===== src/rtl/shazard_pkg.sv =====
// Shared types and constants for the load scoreboard: stall cause layout and
// default register address width.
package shazard_pkg;

    localparam int DEFAULT_REG_ADDR_W = 5;

    localparam int CAUSE_RAW_EX        = 0;
    localparam int CAUSE_RAW_PENDING   = 1;
    localparam int CAUSE_STRUCT_OR_WAW = 2;

    // Field order gives {struct_or_waw, raw_pending, raw_ex} when packed.
    typedef struct packed {
        logic struct_or_waw;
        logic raw_pending;
        logic raw_ex;
    } stall_cause_t;

endpackage


===== src/rtl/shazard_scoreboard_sload_queue.sv =====
// In-order FIFO of outstanding load destination registers; drops pushes when
// full, ignores pops when empty, and reports both as single-cycle flags.
module sload_queue
    import shazard_pkg::*;
#(
    parameter int DEPTH = 4,
    parameter int WIDTH = DEFAULT_REG_ADDR_W,
    localparam int CNT_W = $clog2(DEPTH + 1),
    localparam int PTR_W = (DEPTH > 1) ? $clog2(DEPTH) : 1
) (
    input  logic             clk,
    input  logic             rst,
    input  logic             push,
    input  logic [WIDTH-1:0] push_data,
    input  logic             pop,
    output logic [WIDTH-1:0] head,
    output logic [CNT_W-1:0] count,
    output logic             full,
    output logic             empty,
    output logic             overflow,
    output logic             underflow
);

    logic [WIDTH-1:0] mem [DEPTH];
    logic [PTR_W-1:0] rd_ptr;
    logic [PTR_W-1:0] wr_ptr;
    logic             push_ok;
    logic             pop_ok;

    function automatic logic [PTR_W-1:0] next_ptr(input logic [PTR_W-1:0] ptr);
        return (ptr == PTR_W'(DEPTH - 1)) ? '0 : ptr + PTR_W'(1);
    endfunction

    assign full      = (count == CNT_W'(DEPTH));
    assign empty     = (count == '0);
    assign push_ok   = push && !full;
    assign pop_ok    = pop && !empty;
    assign overflow  = push && full;
    assign underflow = pop && empty;
    assign head      = mem[rd_ptr];

    always_ff @(posedge clk) begin
        if (push_ok) begin
            mem[wr_ptr] <= push_data;
        end
    end

    always_ff @(posedge clk) begin
        if (rst) begin
            rd_ptr <= '0;
            wr_ptr <= '0;
            count  <= '0;
        end else begin
            if (push_ok) begin
                wr_ptr <= next_ptr(wr_ptr);
            end
            if (pop_ok) begin
                rd_ptr <= next_ptr(rd_ptr);
            end
            if (push_ok && !pop_ok) begin
                count <= count + CNT_W'(1);
            end else if (pop_ok && !push_ok) begin
                count <= count - CNT_W'(1);
            end
        end
    end

endmodule


===== src/rtl/shazard_scoreboard.sv =====
// Multi-load hazard scoreboard: stalls decode on load-use, in-flight RAW and
// structural/WAW conflicts. Define SHAZARD_WB_BYPASS_EN to let a completing load unblock in its own cycle.
module shazard_scoreboard
    import shazard_pkg::*;
#(
    parameter int NUM_REGS    = 32,
    parameter int REG_ADDR_W  = $clog2(NUM_REGS),
    parameter int MAX_PENDING = 4,
    parameter int CNT_W       = 32,
    localparam int PC_W       = $clog2(MAX_PENDING + 1)
) (
    input  logic                  clk,
    input  logic                  rst,
    input  logic [REG_ADDR_W-1:0] id_rs1_addr,
    input  logic [REG_ADDR_W-1:0] id_rs2_addr,
    input  logic                  id_uses_rs1,
    input  logic                  id_uses_rs2,
    input  logic [REG_ADDR_W-1:0] id_rd_addr,
    input  logic                  id_writes_rd,
    input  logic                  id_mem_read,
    input  logic                  ex_mem_read,
    input  logic [REG_ADDR_W-1:0] ex_rd_addr,
    input  logic                  ex_advance,
    input  logic                  mem_resp_valid,
    output logic                  stall_pipeline,
    output logic [2:0]            stall_cause,
    output logic [PC_W-1:0]       pending_count,
    output logic [CNT_W-1:0]      stall_cycles,
    output logic                  sb_error
);

    logic [NUM_REGS-1:0]   pending;
    logic [NUM_REGS-1:0]   eff_pending;
    logic [REG_ADDR_W-1:0] q_head;
    logic                  q_full;
    logic                  q_empty;
    logic                  q_overflow;
    logic                  q_underflow;
    logic                  issue;
    logic                  push_ok;
    logic                  pop_ok;
    logic                  bypass_pop;
    logic                  raw_ex;
    logic                  raw_pending;
    logic                  struct_or_waw;
    logic [PC_W:0]         occupancy;
    stall_cause_t          cause;

    assign issue   = ex_advance && ex_mem_read;
    assign push_ok = issue && !q_full;
    assign pop_ok  = mem_resp_valid && !q_empty;

    sload_queue #(
        .DEPTH (MAX_PENDING),
        .WIDTH (REG_ADDR_W)
    ) u_queue (
        .clk       (clk),
        .rst       (rst),
        .push      (issue),
        .push_data (ex_rd_addr),
        .pop       (mem_resp_valid),
        .head      (q_head),
        .count     (pending_count),
        .full      (q_full),
        .empty     (q_empty),
        .overflow  (q_overflow),
        .underflow (q_underflow)
    );

`ifdef SHAZARD_WB_BYPASS_EN
    assign bypass_pop = pop_ok;
`else
    assign bypass_pop = 1'b0;
`endif

    // The completing head register is visible through writeback forwarding.
    always_comb begin
        eff_pending = pending;
        if (bypass_pop) begin
            eff_pending[q_head] = 1'b0;
        end
    end

    always_comb begin
        occupancy = {1'b0, pending_count} + {{PC_W{1'b0}}, ex_mem_read};

        raw_ex = ex_mem_read && (ex_rd_addr != '0) &&
                 ((id_uses_rs1 && (id_rs1_addr == ex_rd_addr)) ||
                  (id_uses_rs2 && (id_rs2_addr == ex_rd_addr)));

        raw_pending = (id_uses_rs1 && (id_rs1_addr != '0) && eff_pending[id_rs1_addr]) ||
                      (id_uses_rs2 && (id_rs2_addr != '0) && eff_pending[id_rs2_addr]);

        struct_or_waw = (id_mem_read && (occupancy >= (PC_W + 1)'(MAX_PENDING))) ||
                        (id_writes_rd && (id_rd_addr != '0) &&
                         (eff_pending[id_rd_addr] ||
                          (ex_mem_read && (ex_rd_addr == id_rd_addr))));

        cause = '0;
        if (raw_ex) begin
            cause.raw_ex = 1'b1;
        end else if (raw_pending) begin
            cause.raw_pending = 1'b1;
        end else if (struct_or_waw) begin
            cause.struct_or_waw = 1'b1;
        end
    end

    assign stall_cause    = cause;
    assign stall_pipeline = raw_ex || raw_pending || struct_or_waw;

    // Set after clear so a re-issued register stays marked when both happen.
    always_ff @(posedge clk) begin
        if (rst) begin
            pending <= '0;
        end else begin
            if (pop_ok && (q_head != '0)) begin
                pending[q_head] <= 1'b0;
            end
            if (push_ok && (ex_rd_addr != '0)) begin
                pending[ex_rd_addr] <= 1'b1;
            end
        end
    end

    always_ff @(posedge clk) begin
        if (rst) begin
            sb_error <= 1'b0;
        end else if (q_overflow || q_underflow ||
                     (issue && (ex_rd_addr != '0) && pending[ex_rd_addr])) begin
            sb_error <= 1'b1;
        end
    end

    always_ff @(posedge clk) begin
        if (rst) begin
            stall_cycles <= '0;
        end else if (stall_pipeline && (stall_cycles != '1)) begin
            stall_cycles <= stall_cycles + CNT_W'(1);
        end
    end

endmodule


===== config.mk =====
export PLATFORM = sky130hd
export DESIGN_NAME = shazard_scoreboard
export DESIGN_NICKNAME = d
export VERILOG_FILES = /design/src/rtl/shazard_pkg.sv /design/src/rtl/shazard_scoreboard_sload_queue.sv /design/src/rtl/shazard_scoreboard.sv
export SDC_FILE = /design/constraint.sdc
export NUM_CORES = 1
export LEC_CHECK = 0
export CORE_MARGIN = 2
export CORE_UTILIZATION = 50
export DETAILED_ROUTE_END_ITERATION = 12
export PLACE_DENSITY = 0.79
export SETUP_SLACK_MARGIN = 0.15
export SYNTH_ARGS = -nofsm -noshare
export SYNTH_HDL_FRONTEND = slang
export SYNTH_SLANG_ARGS = --single-unit

===== constraint.sdc =====
create_clock -name clk -period 7.6 [get_ports clk]
set_input_delay 1.9 -clock clk [delete_from_list [all_inputs] [get_ports clk]]
set_output_delay 1.9 -clock clk [all_outputs]
set_load 0.005 [all_outputs]

==> flow_summary.yaml <==
run_status:
  run_status: "finished, final reports clean"
worst_setup_path:
  r2r-end: "stall_cycles[26]"
  cp-start-kind: "primary input"
  cp.required_ps: 5700
  critPathMaxFanout: 12
  r2r_start: "eff_pending[8]"
  cp.arrival_ps: 4930
  worstSetupPathType: "primary input to primary output"
  ff2ff_path_depth: 9
  end_kind: "primary output"
  r2r_slack_ps: 4530
synthesis:
  ys_ff_latch: 94
  synth_area_per_cell_um2: 9.24
  synth_warnings: 0
  ys_seq_area_share_pct: 36.5
  async_reset_ff_share_pct: 0
  netlist_area_um2: 5700
  synthFlopType: "dfxtp_1"
  synth-edff-count: 20
  synth_cell_types: 57
  synthCells: 617
  syn-num-nets: 654
clock_tree:
  cts_resized: 0
  clkTransAtPathRegs_ps: 70
  cts_hold_buf: 0
  cts_tree: "built"
  root_buffer: "clkbuf_16"
  post_cts_buffers: 0
  clock_latency_ps: 350
  cts_max_path_buffers: 2
  clock-sinks: 94
  cts.htree.levels: 3
  cts_buffers: 9
pwr:
  p_leak_nw: 2.29
  power_w: 0.00130
  peakVddDrop_v: 0.000153
  power_density_nw_per_um2: 194
timing:
  worst_slew_pin_slew_ps: 1120
  fin_tns_setup_ps: 0
  hold_viol: 0
  setup_violations: 0
  clock_skew_ps: 11.9
  rsz0062_at_grt: "no"
  fmax_ghz: 0.146
  whs_ps: 502
  fin_crit_sh_pct: 89.8
  drv_slew: 0
  relSlewSlack_pct: 25.0
  finalCriticalPeriod_ps: 6830
hold_path:
  hold_end: "stall_cycles[31]"
  min_path_type: "register to register"
  holdPathStages: 2
  holdCritStartpoint: "stall_cycles[31]"
final_layout:
  fin_cells: 807
  area_growth_pct: 17.5
  drive_gt1_share_pct: 11.7
  antenna_cells: 0
  fin_nets: 699
global_route:
  grtUsageTotal_pct: 24.9
  grt_overflow: 0
  grt_pass1_vias: 4977
  grt_first_pass_wirelength_um: 25200
  antenna_found_initial: 0
  grt_max_degree: 83
die:
  floorplan.initialDensity_pct: 51.9
  die_h_um: 111
  die_w_um: 111
  rows: 38
  fp.dieArea_um2: 12300
  core_um2: 11000
  ioPinCount: 69
placement:
  hpwl_um: 11100
  dp.cells: 791
  gp_congestion: 0.970
  port_buffers: 68
drt:
  dr.pass1.iters: 5
  num_vias: 5252
  final_antenna_net_count: 0
  avgViaCountPerCell: 6.51
  drc: 0
  drt_wl_total_um: 15700
  drt-initial-drc-count: 471
  wire_per_inst_um: 19.5
job:
  max-cap-violations: 0
registers in the layout (all words and copies together) (netlist names), named ones only:
register / flops
sb_error: 1
u_queue.mem: 20
u_queue.rd_ptr: 2
u_queue.wr_ptr: 2
stall_cycles: 32
u_queue.count: 3
eff_pending: 32
layout make-up:
cell class	instances	area (um2)
clock buffer	9	225
clock inverter	7	61.3
fill	906	4290
inverter	7	26.3
multi-input combinational	473	3380
sequential	94	2080
tap	140	175
timing repair buffer	77	743
power by group:
group / total, W / switching, W / internal [W]
Combinational: 0.000298 / 0.000168 / 0.000130
Clock: 0.000436 / 0.000207 / 0.000229
Sequential: 0.000567 / 0.0000330 / 0.000534
logic make-up after synthesis:
| logic type | synth area share [%] |
|---|---|
| AO/OA/AOI/OAI | 14.6 |
| XOR/XNOR | 2.61 |
| adder cells (fa/ha/maj) | 1.89 |
| buffers and inverters | 4.17 |
| flip-flops | 36.5 |
| multiplexers | 16.9 |
| AND/OR/NAND/NOR | 23.3 |
layer usage:
metal / wire length, um / global-route usage, %
met2: 7460 / 40.7
met3: 1440 / 4.37
met4: 596 / 12.7
met5: 0 / 0
met1: 6210 / 31.9
per-stage QoR:
step | cell area (um2) | setup slack, ps | utilization, %
final | 6700 | 773 | 61.0
after global routing | 6700 | 556 | 61.0
after CTS | 6700 | 781 | 61.0
after detailed placement | 6410 | 795 | 58.4
after global placement | 6410 | 865 | 58.4
after floorplan | 5700 | 1840 | -
placed cells by master (no fill, tap or decap), types with 2 or more instances in the layout:
cell type        synthesis  final
inv_1                    7      7
and2_1                   9      9
a311oi_1                 2      2
xnor2_1                  3      3
mux2_1                   3      3
clkdlybuf4s50_1          0     67
nand4_1                 10     10
nor2b_1                 14     14
inv_8                    0      2
nand2_1                 60     60
nand3b_1                 5      5
a22oi_1                  9      9
edfxtp_1                20     20
nand3_1                 20     20
o31ai_1                 17     17
clkbuf_16                0      9
inv_6                    0      2
and3_1                  20     20
o21ai_0                 41     41
nand2b_1                 6      6
nor3b_1                  5      5
or3_1                   10     10
buf_4                    5      9
mux2i_1                 26     26
nor2_1                  28     27
xor2_1                  14     14
nor4_1                   9      9
and3b_1                  2      2
or4_1                   18     18
nor3_1                   9      9
mux4_2                  24     24
ha_1                     7      7
a21oi_1                 61     61
or2_2                   12     12
mux2_2                   8      8
dfxtp_1                 74     74
worst max path at each step:
stage	from	to	slack, ps	depth (start not counted)
2_1_floorplan	id_rs2_addr[0]	stall_pipeline	1840	11
3_3_place_gp	id_rs2_addr[0]	stall_pipeline	860	9
3_5_place_dp	id_rs2_addr[1]	stall_pipeline	800	9
4_1_cts	id_rs2_addr[1]	stall_pipeline	780	9
5_1_grt	id_rs2_addr[1]	stall_pipeline	560	9
6_report	id_rs2_addr[1]	stall_pipeline	770	9
cell usage after synthesis (10+ instances only):
cell type | instances | area share (%)
nand4_1 | 10 | 1.1
a21oi_1 | 61 | 5.4
clkbuf_1 | 25 | 1.6
or3_1 | 10 | 1.1
nor2b_1 | 14 | 1.5
mux2i_1 | 26 | 4.6
or2_2 | 12 | 1.3
xor2_1 | 14 | 2.2
nor2_1 | 28 | 1.8
o21ai_0 | 41 | 3.6
or4_1 | 18 | 2.4
mux4_2 | 24 | 9.5
dfxtp_1 | 74 | 26
o31ai_1 | 17 | 2.2
nand3_1 | 20 | 1.8
nand2_1 | 60 | 4.0
edfxtp_1 | 20 | 11
and3_1 | 20 | 2.2
critical path: stages:
cell	delay, ps
clkdlybuf4s50_1	890
mux4_2	600
mux2i_1	150
and3_1	190
a2111oi_2	60
a41oi_1	250
and3b_1	360
inv_1	80
clkdlybuf4s50_1	450
Power figures use the tool's default switching activity.
